===== config.mk =====
export PLATFORM = sky130hd
export DESIGN_NAME = reg_write_demux_flat
export DESIGN_NICKNAME = d
export VERILOG_FILES = /design/src/rtl/reg_write_demux_pkg.sv /design/src/rtl/reg_write_demux_if.sv /design/src/rtl/reg_write_demux_sync_fifo.sv /design/src/rtl/reg_write_demux.sv /design/src/flat_wrapper.sv
export SDC_FILE = /design/constraint.sdc
export NUM_CORES = 1
export LEC_CHECK = 0
export BUFFER_PORTS_ARGS = -buffer_cell sky130_fd_sc_hd__buf_2
export CORE_ASPECT_RATIO = 0.6
export CORE_UTILIZATION = 35
export DETAILED_ROUTE_END_ITERATION = 10
export PLACE_DENSITY_LB_ADDON = 0.25
export REMOVE_ABC_BUFFERS = 1
export SYNTH_ARGS = -nofsm -noshare
export SYNTH_HDL_FRONTEND = slang
export SYNTH_SLANG_ARGS = --single-unit

===== constraint.sdc =====
create_clock -name clk -period 2.6 [get_ports clk]
set_input_delay 0.26 -clock clk [delete_from_list [all_inputs] [get_ports clk]]
set_output_delay 0.26 -clock clk [all_outputs]
set_load 0.02 [all_outputs]

===== src/rtl/reg_write_demux_pkg.sv =====
// Shared register-bank constants, also used by the matching read mux.
package reg_write_demux_pkg;
  localparam int NUM_REGS = 5;
  localparam int SEL_W    = 3;
  localparam logic [SEL_W-1:0] REG_A = 3'd0;
  localparam logic [SEL_W-1:0] REG_B = 3'd1;
  localparam logic [SEL_W-1:0] REG_C = 3'd2;
  localparam logic [SEL_W-1:0] REG_D = 3'd3;
  localparam logic [SEL_W-1:0] REG_E = 3'd4;

  function automatic logic [NUM_REGS-1:0] sel_onehot(input logic [SEL_W-1:0] s);
    logic [NUM_REGS-1:0] oh;
    for (int k = 0; k < NUM_REGS; k++) oh[k] = (s == SEL_W'(k));
    return oh;
  endfunction
endpackage


===== src/rtl/reg_write_demux_if.sv =====
// Write-request bus: valid/ready handshake carrying destination select and data.
interface reg_write_demux_if
  import reg_write_demux_pkg::*;
#(
  parameter int WIDTH = 16
) ();
  logic             valid;
  logic             ready;
  logic [SEL_W-1:0] sel;
  logic [WIDTH-1:0] data;

  modport master (output valid, sel, data, input ready);
  modport slave  (input valid, sel, data, output ready);
endinterface


===== src/rtl/reg_write_demux_sync_fifo.sv =====
// Single-clock FIFO; count is one bit wider than the pointers so full != empty.
module reg_write_demux_sync_fifo #(
  parameter int W     = 19,
  parameter int DEPTH = 2
) (
  input  logic                     clk,
  input  logic                     rst,
  input  logic                     push,
  input  logic                     pop,
  input  logic [W-1:0]             din,
  output logic [W-1:0]             dout,
  output logic                     full,
  output logic                     empty,
  output logic [$clog2(DEPTH):0]   count
);
  localparam int AW = $clog2(DEPTH);

  logic [DEPTH-1:0][W-1:0] mem;
  logic [AW-1:0]           wptr, rptr;
  logic                    do_push, do_pop;

  assign full    = (count == (AW+1)'(DEPTH));
  assign empty   = (count == '0);
  assign do_push = push && !full;
  assign do_pop  = pop && !empty;
  assign dout    = mem[rptr];

  always_ff @(posedge clk) begin
    if (do_push) mem[wptr] <= din;
  end

  // DEPTH is a power of two, so the pointers wrap by natural overflow.
  always_ff @(posedge clk) begin
    if (rst) begin
      wptr  <= '0;
      rptr  <= '0;
      count <= '0;
    end else begin
      if (do_push) wptr <= wptr + 1'b1;
      if (do_pop)  rptr <= rptr + 1'b1;
      case ({do_push, do_pop})
        2'b10:   count <= count + 1'b1;
        2'b01:   count <= count - 1'b1;
        default: count <= count;
      endcase
    end
  end
endmodule


===== src/rtl/reg_write_demux.sv =====
// Commits queued (sel, data) write requests into five architectural registers.
module reg_write_demux
  import reg_write_demux_pkg::*;
#(
  parameter int WIDTH      = 16,
  parameter int DEPTH      = 2,
  parameter int STRICT_SEL = 1
) (
  input  logic                clk,
  input  logic                rst,
  reg_write_demux_if.slave    wr,
  input  logic                hold,
  input  logic                clr_err,
  output logic [WIDTH-1:0]    r0,
  output logic [WIDTH-1:0]    r1,
  output logic [WIDTH-1:0]    r2,
  output logic [WIDTH-1:0]    r3,
  output logic [WIDTH-1:0]    r4,
  output logic [NUM_REGS-1:0] wr_strobe,
  output logic                err_sel,
  output logic [15:0]         wr_cnt,
  output logic                busy
);
  localparam int FW = WIDTH + SEL_W;

  logic [NUM_REGS-1:0][WIDTH-1:0] regs;
  logic [FW-1:0]                  head;
  logic                           full, empty, pop;
  logic [$clog2(DEPTH):0]         count;
  logic [SEL_W-1:0]               head_sel, tgt;
  logic [WIDTH-1:0]               head_data;
  logic                           illegal, write_en, err_set;

  assign wr.ready = !rst && !full;
  assign pop      = !hold && !empty;
  assign busy     = (count != '0);

  reg_write_demux_sync_fifo #(.W(FW), .DEPTH(DEPTH)) u_fifo (
    .clk   (clk),
    .rst   (rst),
    .push  (wr.valid && wr.ready),
    .pop   (pop),
    .din   ({wr.sel, wr.data}),
    .dout  (head),
    .full  (full),
    .empty (empty),
    .count (count)
  );

  assign head_sel  = head[FW-1 -: SEL_W];
  assign head_data = head[WIDTH-1:0];

  // Out-of-range selects either fault (strict) or alias onto the last register.
  always_comb begin
    illegal  = (head_sel > REG_E);
    tgt      = illegal ? REG_E : head_sel;
    write_en = pop && !(STRICT_SEL != 0 && illegal);
    err_set  = pop && (STRICT_SEL != 0) && illegal;
  end

  always_ff @(posedge clk) begin
    if (rst) begin
      regs      <= '0;
      wr_strobe <= '0;
      err_sel   <= 1'b0;
      wr_cnt    <= '0;
    end else begin
      wr_strobe <= write_en ? sel_onehot(tgt) : '0;
      for (int k = 0; k < NUM_REGS; k++)
        if (write_en && tgt == SEL_W'(k)) regs[k] <= head_data;
      if (write_en) wr_cnt <= wr_cnt + 16'd1;
      err_sel <= err_set || (err_sel && !clr_err);
    end
  end

  assign r0 = regs[REG_A];
  assign r1 = regs[REG_B];
  assign r2 = regs[REG_C];
  assign r3 = regs[REG_D];
  assign r4 = regs[REG_E];
endmodule

===== src/flat_wrapper.sv =====
// flat-port wrapper written by rule: the top's interface ports become plain ports
module reg_write_demux_flat import reg_write_demux_pkg::*;
#(
  parameter int WIDTH      = 16,
  parameter int DEPTH      = 2,
  parameter int STRICT_SEL = 1
)
  (clk, rst, hold, clr_err, r0, r1, r2, r3, r4, wr_strobe, err_sel, wr_cnt, busy, wr_valid, wr_sel, wr_data, wr_ready);
  reg_write_demux_if #(.WIDTH(WIDTH)) wr_i ();
  input  logic clk;
  input  logic rst;
  input  logic hold;
  input  logic clr_err;
  output logic [WIDTH-1:0] r0;
  output logic [WIDTH-1:0] r1;
  output logic [WIDTH-1:0] r2;
  output logic [WIDTH-1:0] r3;
  output logic [WIDTH-1:0] r4;
  output logic [NUM_REGS-1:0] wr_strobe;
  output logic err_sel;
  output logic [15:0] wr_cnt;
  output logic busy;
  input wire logic [$bits(wr_i.valid)-1:0] wr_valid;
  input wire logic [$bits(wr_i.sel)-1:0] wr_sel;
  input wire logic [$bits(wr_i.data)-1:0] wr_data;
  output wire logic [$bits(wr_i.ready)-1:0] wr_ready;
  assign wr_i.valid = wr_valid;
  assign wr_i.sel = wr_sel;
  assign wr_i.data = wr_data;
  assign wr_ready = wr_i.ready;
  reg_write_demux #(.WIDTH(WIDTH), .DEPTH(DEPTH), .STRICT_SEL(STRICT_SEL)) u_core (.clk(clk), .rst(rst), .wr(wr_i), .hold(hold), .clr_err(clr_err), .r0(r0), .r1(r1), .r2(r2), .r3(r3), .r4(r4), .wr_strobe(wr_strobe), .err_sel(err_sel), .wr_cnt(wr_cnt), .busy(busy));
endmodule

After elaboration in Yosys (flattened, before gate mapping):

Cells that the tools add are included.

* register bits: 144
* input port bits: 24
* output and inout bits: 104
* logic and storage cells: 63

* add/subtract/negate cells: 5
* $lt $le $gt $ge: 4
* eq/ne operators: 7
* muxes and demuxes: 7
* bitwise logic cells: 1
* reduce and logical (&&, ||, !) cells: 26

Operator list (number)
* $mux W19: 3
* $bwmux W38: 1
* $demux W19 S1: 1
* $add A16 B1 Y16 const B: 1
* $logic_and A1 B1 Y1: 14
* $eq A3 B2 Y1 const B: 2
* $logic_not A1 Y1: 6
* $eq A2 B2 Y1 const B: 2
* $lt A1 B2 Y1 const B: 2
* $pmux W2 S2: 1
* $reduce_bool A2 Y1: 2
* $eq A3 B1 Y1 const B: 1
* $eq A3 B3 Y1 const B: 1
* $gt A3 B3 Y1 const B: 1
* $logic_not A3 Y1: 1
* $mux W3: 1
* $add A1 B1 Y1 const B: 2
* $add A2 B1 Y2 const B: 1
* $eq A2 B1 Y1 const B: 1
* $logic_not A2 Y1: 1
* $reduce_or A2 Y1: 1
* $sub A2 B1 Y2 const B: 1
* $ge A1 B1 Y1 const B: 1
* $logic_or A1 B1 Y1: 1
* $not A1 Y1: 1

Longest topological paths before layout:

* depth after elaboration: 7
* mapped depth: 7
* gate-level depth less buffers: 6

Cells and area by module:

Synthesis repeated with hierarchy kept, for this count alone.

* cell total of the unflattened synthesis: 548
* area, all modules: 5298.8 sq um

Modules (own cells, without submodules)
* reg_write_demux: instances 1, cells an instance 465, area each 3733.6 sq um, sequential area each 2042.0 sq um
* reg_write_demux_sync_fifo: instances 1, cells an instance 83, area each 1565.3 sq um, sequential area each 1221.2 sq um

Worst setup path before layout:

Ideal clock, no wire load.

* kind: register to register
* from: register u_core.u_fifo.count[0]
* to: register u_core.u_fifo.mem[0] (netlist bit), enable pin
* library setup time: 0.395 ns
* data arrival time: 1.483 ns
* required time: 2.205 ns
* path slack: 0.723 ns
* cell stages (with the launch flop): 3
* path buffers: 0
* clock period less this slack: 1.877 ns
* path through: dfxtp_1 -> o211ai_1 -> nor2_1

* longest elaborated chain between the ends: 5

Ends and longest elaborated chain
* start: declaration: RTL line reg_write_demux_sync_fifo.sv:14 `output logic [$clog2(DEPTH):0] count`
* start signal: assignment: RTL line reg_write_demux_sync_fifo.sv:42 `2'b10: count <= count + 1'b1;`
* start signal: assignment: RTL line reg_write_demux_sync_fifo.sv:43 `2'b01: count <= count - 1'b1;`
* start signal: assignment: RTL line reg_write_demux_sync_fifo.sv:44 `default: count <= count;`
* $eq A2 B2 Y1 (*): RTL line reg_write_demux_sync_fifo.sv:22 `assign full = (count == (AW+1)'(DEPTH));`
* $logic_not A1 Y1 (*): RTL line reg_write_demux_sync_fifo.sv:24, reg_write_demux.sv:34
* $logic_and A1 B1 Y1: RTL line reg_write_demux.sv:34 `assign wr.ready = !rst && !full;`
* $logic_and A1 B1 Y1: RTL line reg_write_demux.sv:41 `.push (wr.valid && wr.ready),`
* $logic_and A1 B1 Y1 (*): RTL line reg_write_demux_sync_fifo.sv:24 `assign do_push = push && !full;`
* end signal: indexed assignment: RTL line reg_write_demux_sync_fifo.sv:29 `if (do_push) mem[wptr] <= din;`
* end: declaration: RTL line reg_write_demux_sync_fifo.sv:18 `logic [DEPTH-1:0][W-1:0] mem;`

Every way passes the cells marked *; elsewhere a longest branch is shown, timed or not.
A chain may end at the register's enable or synchronous reset.

Final worst setup path:

* from: register u_core.u_fifo.rptr
* to: register u_core.regs (netlist bit u_core.r1[2])

* longest elaborated chain between the ends: 6
* elaborated cells between the ends (all ways): 8
* those cells by class: order compare (1); eq/ne (1); mux (3); reduce/logical (3)

Ends and longest elaborated chain
* start: declaration: RTL line reg_write_demux_sync_fifo.sv:19 `logic [AW-1:0] wptr, rptr;`
* start signal: assignment: RTL line reg_write_demux_sync_fifo.sv:40 `if (do_pop) rptr <= rptr + 1'b1;`
* $mux W19 (not written as such) (*) (2 in series): RTL line reg_write_demux_sync_fifo.sv:26 `assign dout = mem[rptr];`
* $gt A3 B3 Y1: RTL line reg_write_demux.sv:55 `illegal = (head_sel > REG_E);`
* $mux W3 / $logic_not A1 Y1 (equally long branches): RTL line reg_write_demux.sv:56, reg_write_demux.sv:57
* $eq A3 B1 Y1 / $logic_and A1 B1 Y1 (equally long branches): RTL line reg_write_demux.sv:70, reg_write_demux.sv:57
* $logic_and A1 B1 Y1: RTL line reg_write_demux.sv:70 `if (write_en && tgt == SEL_W'(k)) regs[k] <= head_data;`
* end signal: indexed assignment: RTL line reg_write_demux.sv:70
* end: declaration: RTL line reg_write_demux.sv:26 `logic [NUM_REGS-1:0][WIDTH-1:0] regs;`

Every way passes the cells marked *; elsewhere a longest branch is shown, timed or not. The select of a mux whose other input is x is not followed.

==> metrics.md <==
| Metric | Value |
|---|---|
| Reg clk slew, reported paths | 0.06 ns |
| RePlAce Congestion | 0.761 |
| Number of hold buffers added after cts | 0 |
| Internal power | 0.00437 W |
| Core ar. | 14800 sq um |
| CP startpoint kind | flip-flop |
| Cell Pwr Density | 898 nW/um^2 |
| Placement Setup Slack | 0.597 ns |
| Post-Syn Area | 5390 sq um |
| Fin crit period | 2.03 ns |
| Register area | 3260 sq um |
| Drt wl/cell | 17.1 um |
| Root buf cell | clkbuf_16 |
| Post-synthesis sequential area ratio | 0.605 |
| Fraction of final layout cells sized beyond drive strength 1 | 0.319 |
| Worst skew pair latency | 0.41 ns |
| Clk pwr share | 0.407 |
| Synth Area in Simple Gates | 0.120 |
| Area share of fa/ha/maj cells after synthesis | 0.00464 |
| TritonCTS Buffers | 17 |
| Core Util, Final | 0.462 |
| Avg Cell Area, Syn | 11.5 sq um |
| Vias in the first global route | 4014 |
| Deepest clock path buffer count | 2 |
| Cell row count | 34 |
| FMAX | 0.492 GHz |
| Relative slew margins | 0.260 |
| Combinational share of power | 0.172 |
| Warnings from Yosys | 0 |
| Largest net degree at the start of global routing | around 100 |
| Area occupied by multi-input gates | 1890 sq um |
| Max Cap Viol | 0 |
| Post-synthesis compound-gate area fraction | 0.181 |
| Setup TNS | 0 ns |
| DRT iter0 DRCs | 209 |
| Finished Cell Area | 6820 sq um |
| Die footprint | between 15000 and 20000 sq um |
| Hold path cells | 1 |
| Chip Width | 162 um |
| DIE HEIGHT | 98.2 um |
| Sinks on Clock Net | around 140 |
| Critical Path AT | 2.34 ns |
| Outcome | completed |
| Hold WC Path Type | input port to flip-flop |
| Post-Syn Instances | 470 |
| H-tree Lvls | 4 |
| Unrepaired setup endpoints after global routing | no |
| Area growth, synth to finish | 26.5% |
| CTS tree | yes |
| DPL Wire Length | 9810 um |
| Initial antenna violation count | 1 |
| Cells resized by post-CTS repair | 0 |
| Clock skew | 0.00899 ns |
| All-layer global routing usage | 0.181 |
| Worst Tran Pin Value | roughly 1.1 ns |
| Register bit total from synthesis | around 140 |
| Critical path data required time | ~2.9 ns |
| Detail Route Antenna Nets | 0 |
| Final net count | 625 |
| Initial core utilization | 0.365 |
| Via/cell ratio | 5.06 |
| Final Hold Viols | 0 |
| Final setup margin | 0.568 ns |
| # Post-CTS Setup Buffers | 0 |
| Post-synthesis mux area share | 0.0355 |
| Total gr overflow | 0 |
| I/O pin count | 128 |
| DR vias | 4100 |
| Final WL | 13900 um |
| Sequential Power Share | 0.421 |
| Placed standard-cell area | 6210 sq um |
| Sw frac | 0.287 |
| Worst r2r path cells | 6 |
| Post-Synth XOR/XNOR Area | 0.00812 |
| First-pass GRT wire length | 21800 um |
| Critical path peak fanout | 20 |
| DR pass1 iterations | 4 |
| Slew Viols, Final | 0 |
| Port Buffers | around 130 |
| Fillers | 1363 |
| Pleak | between 2 and 3 nW |
| VDD IR-drop max | 0.378 mV |
| CP Capture Type | flip-flop |
| DR DRC count | 0 |
| Unique cell type count in the Yosys netlist | 39 |
| Combinational family with the most area after synthesis | compound AO/OA/AOI/OAI gates |
| Crit path kind | flip-flop to flip-flop |
| Finish-stage setup viols | 0 |
| Final Cycle Share | 0.782 |
| Psw | 0.00176 W |
## registers in the layout (all words and copies together), names as in the netlist
signal,flops
u_core.u_fifo.mem,38
u_core.r0,16
u_core.r1,16
u_core.r2,16
u_core.r3,16
u_core.r4,16
u_core.wr_cnt,16
u_core.wr_strobe,5
u_core.u_fifo.count,2
u_core.err_sel,1
u_core.u_fifo.rptr,1
u_core.u_fifo.wptr,1
## worst paths after layout
check,from,endpoint,slack (ns)
max,u_core.u_fifo.rptr$_SDFFE_PP0P_,u_core.r1[2]$_SDFFE_PP0P_,0.57
min,wr_data[13],u_core.u_fifo.mem[32]$_DFFE_PP_,0.04
max reg2reg,u_core.u_fifo.rptr$_SDFFE_PP0P_,u_core.r1[2]$_SDFFE_PP0P_,0.57
min reg2reg,u_core.r2[9]$_SDFFE_PP0P_,u_core.r2[9]$_SDFFE_PP0P_,0.50
## area by class of cell
class | instances | area share
antenna | 1 | 0.000367
clock buffer | 21 | 0.0721
clock inverter | 11 | 0.0180
inverter | 8 | 0.00477
multi-input combinational | 283 | 0.277
sequential | 144 | 0.478
tap | 198 | 0.0363
timing repair buffer | 145 | 0.113
## logic make-up (layout without fill, tap and decap cells)
| group | after synthesis | count (layout) |
|---|---|---|
| flip-flops | 144 | 144 |
| adder cells (fa/ha/maj) | 2 | 2 |
| other | 0 | 1 |
| buffers and inverters | 43 | 185 |
| XOR/XNOR | 5 | 5 |
| AO/OA/AOI/OAI | 121 | 121 |
| AND/OR/NAND/NOR | 136 | 136 |
| multiplexers | 19 | 19 |
## cell usage after synthesis
cell | number | area share
nand2b_1 | 1 | 0.0012
buf_2 | 9 | 0.0084
o21ai_0 | 3 | 0.0028
xor2_1 | 2 | 0.0032
o21a_1 | 2 | 0.0028
nand3b_1 | 3 | 0.0042
mux2i_1 | 18 | 0.033
or4_1 | 11 | 0.015
buf_6 | 8 | 0.017
or3_4 | 1 | 0.0021
o211ai_1 | 2 | 0.0028
clkbuf_1 | 15 | 0.010
inv_4 | 1 | 0.0012
xnor2_1 | 3 | 0.0049
and2_1 | 5 | 0.0058
o311ai_4 | 1 | 0.0049
inv_1 | 7 | 0.0049
a211oi_2 | 4 | 0.0093
dfxtp_1 | 106 | 0.39
nor2_1 | 88 | 0.061
a211oi_4 | 5 | 0.019
buf_4 | 3 | 0.0042
nand4_1 | 4 | 0.0046
or2_2 | 1 | 0.0012
o21bai_4 | 1 | 0.0035
and4_1 | 2 | 0.0032
a21oi_1 | 15 | 0.014
ha_1 | 2 | 0.0046
edfxtp_1 | 38 | 0.21
nand2_1 | 5 | 0.0035
o31a_1 | 1 | 0.0016
or3b_1 | 3 | 0.0049
nand3_1 | 6 | 0.0056
nor4_1 | 1 | 0.0012
and3_1 | 1 | 0.0012
o31ai_1 | 11 | 0.015
mux2_2 | 1 | 0.0021
or3_1 | 4 | 0.0046
a211oi_1 | 76 | 0.11
## critical path: stages, from the launching register on
cell	delay, ns
dfxtp_2	0.40
buf_4	0.23
or3b_1	0.43
a211oi_4	0.27
buf_4	0.27
nor2_1	0.06
a211oi_1	0.26
## routing by layer
layer  track usage  vias to the layer above  share of wire
met5             0                        -              0
met4        0.0508                        0         0.0053
met3        0.0684                        7          0.081
met2         0.273                      114           0.44
met1         0.242                     1989           0.48
li1              -                     1990              -
## cells in the final DEF, fill, tap and decap left out, drive strengths merged, types with 2 or more instances in the layout
| master | netlist | layout |
|---|---|---|
| buf | 20 | 145 |
| dfxtp | 106 | 106 |
| nor2 | 88 | 88 |
| a211oi | 85 | 85 |
| edfxtp | 38 | 38 |
| clkbuf | 15 | 21 |
| mux2i | 18 | 18 |
| a21oi | 15 | 15 |
| inv | 8 | 13 |
| o31ai | 11 | 11 |
| or4 | 11 | 11 |
| nand3 | 6 | 6 |
| nand2 | 5 | 5 |
| and2 | 5 | 5 |
| or3 | 5 | 5 |
| nand4 | 4 | 4 |
| nand3b | 3 | 3 |
| or3b | 3 | 3 |
| o21ai | 3 | 3 |
| xnor2 | 3 | 3 |
| clkinv | 0 | 3 |
| o211ai | 2 | 2 |
| o21a | 2 | 2 |
| and4 | 2 | 2 |
| xor2 | 2 | 2 |
| ha | 2 | 2 |
| bufinv | 0 | 2 |
## metrics by stage
stage                     hold WS, ns  total power [W]  std cells
after global placement          0.450          0.00365        778
after global routing           0.0181          0.00640        810
after CTS                      0.0183          0.00619        810
after floorplan                 0.325          0.00330        435
final                          0.0353          0.00613        811
after detailed placement        0.452          0.00369        778
## power by group through the flow
| stage | Combinational, W | Clock (W) | Sequential, W |
|---|---|---|---|
| floorplan | 0.000544 | 0 | 0.00275 |
| global placement | 0.00102 | 0 | 0.00262 |
| detailed placement | 0.00106 | 0 | 0.00263 |
| CTS | 0.00106 | 0.00254 | 0.00258 |
| global route | 0.00115 | 0.00266 | 0.00260 |
| finish | 0.00105 | 0.00249 | 0.00258 |
(Power assumes the default switching activity.)
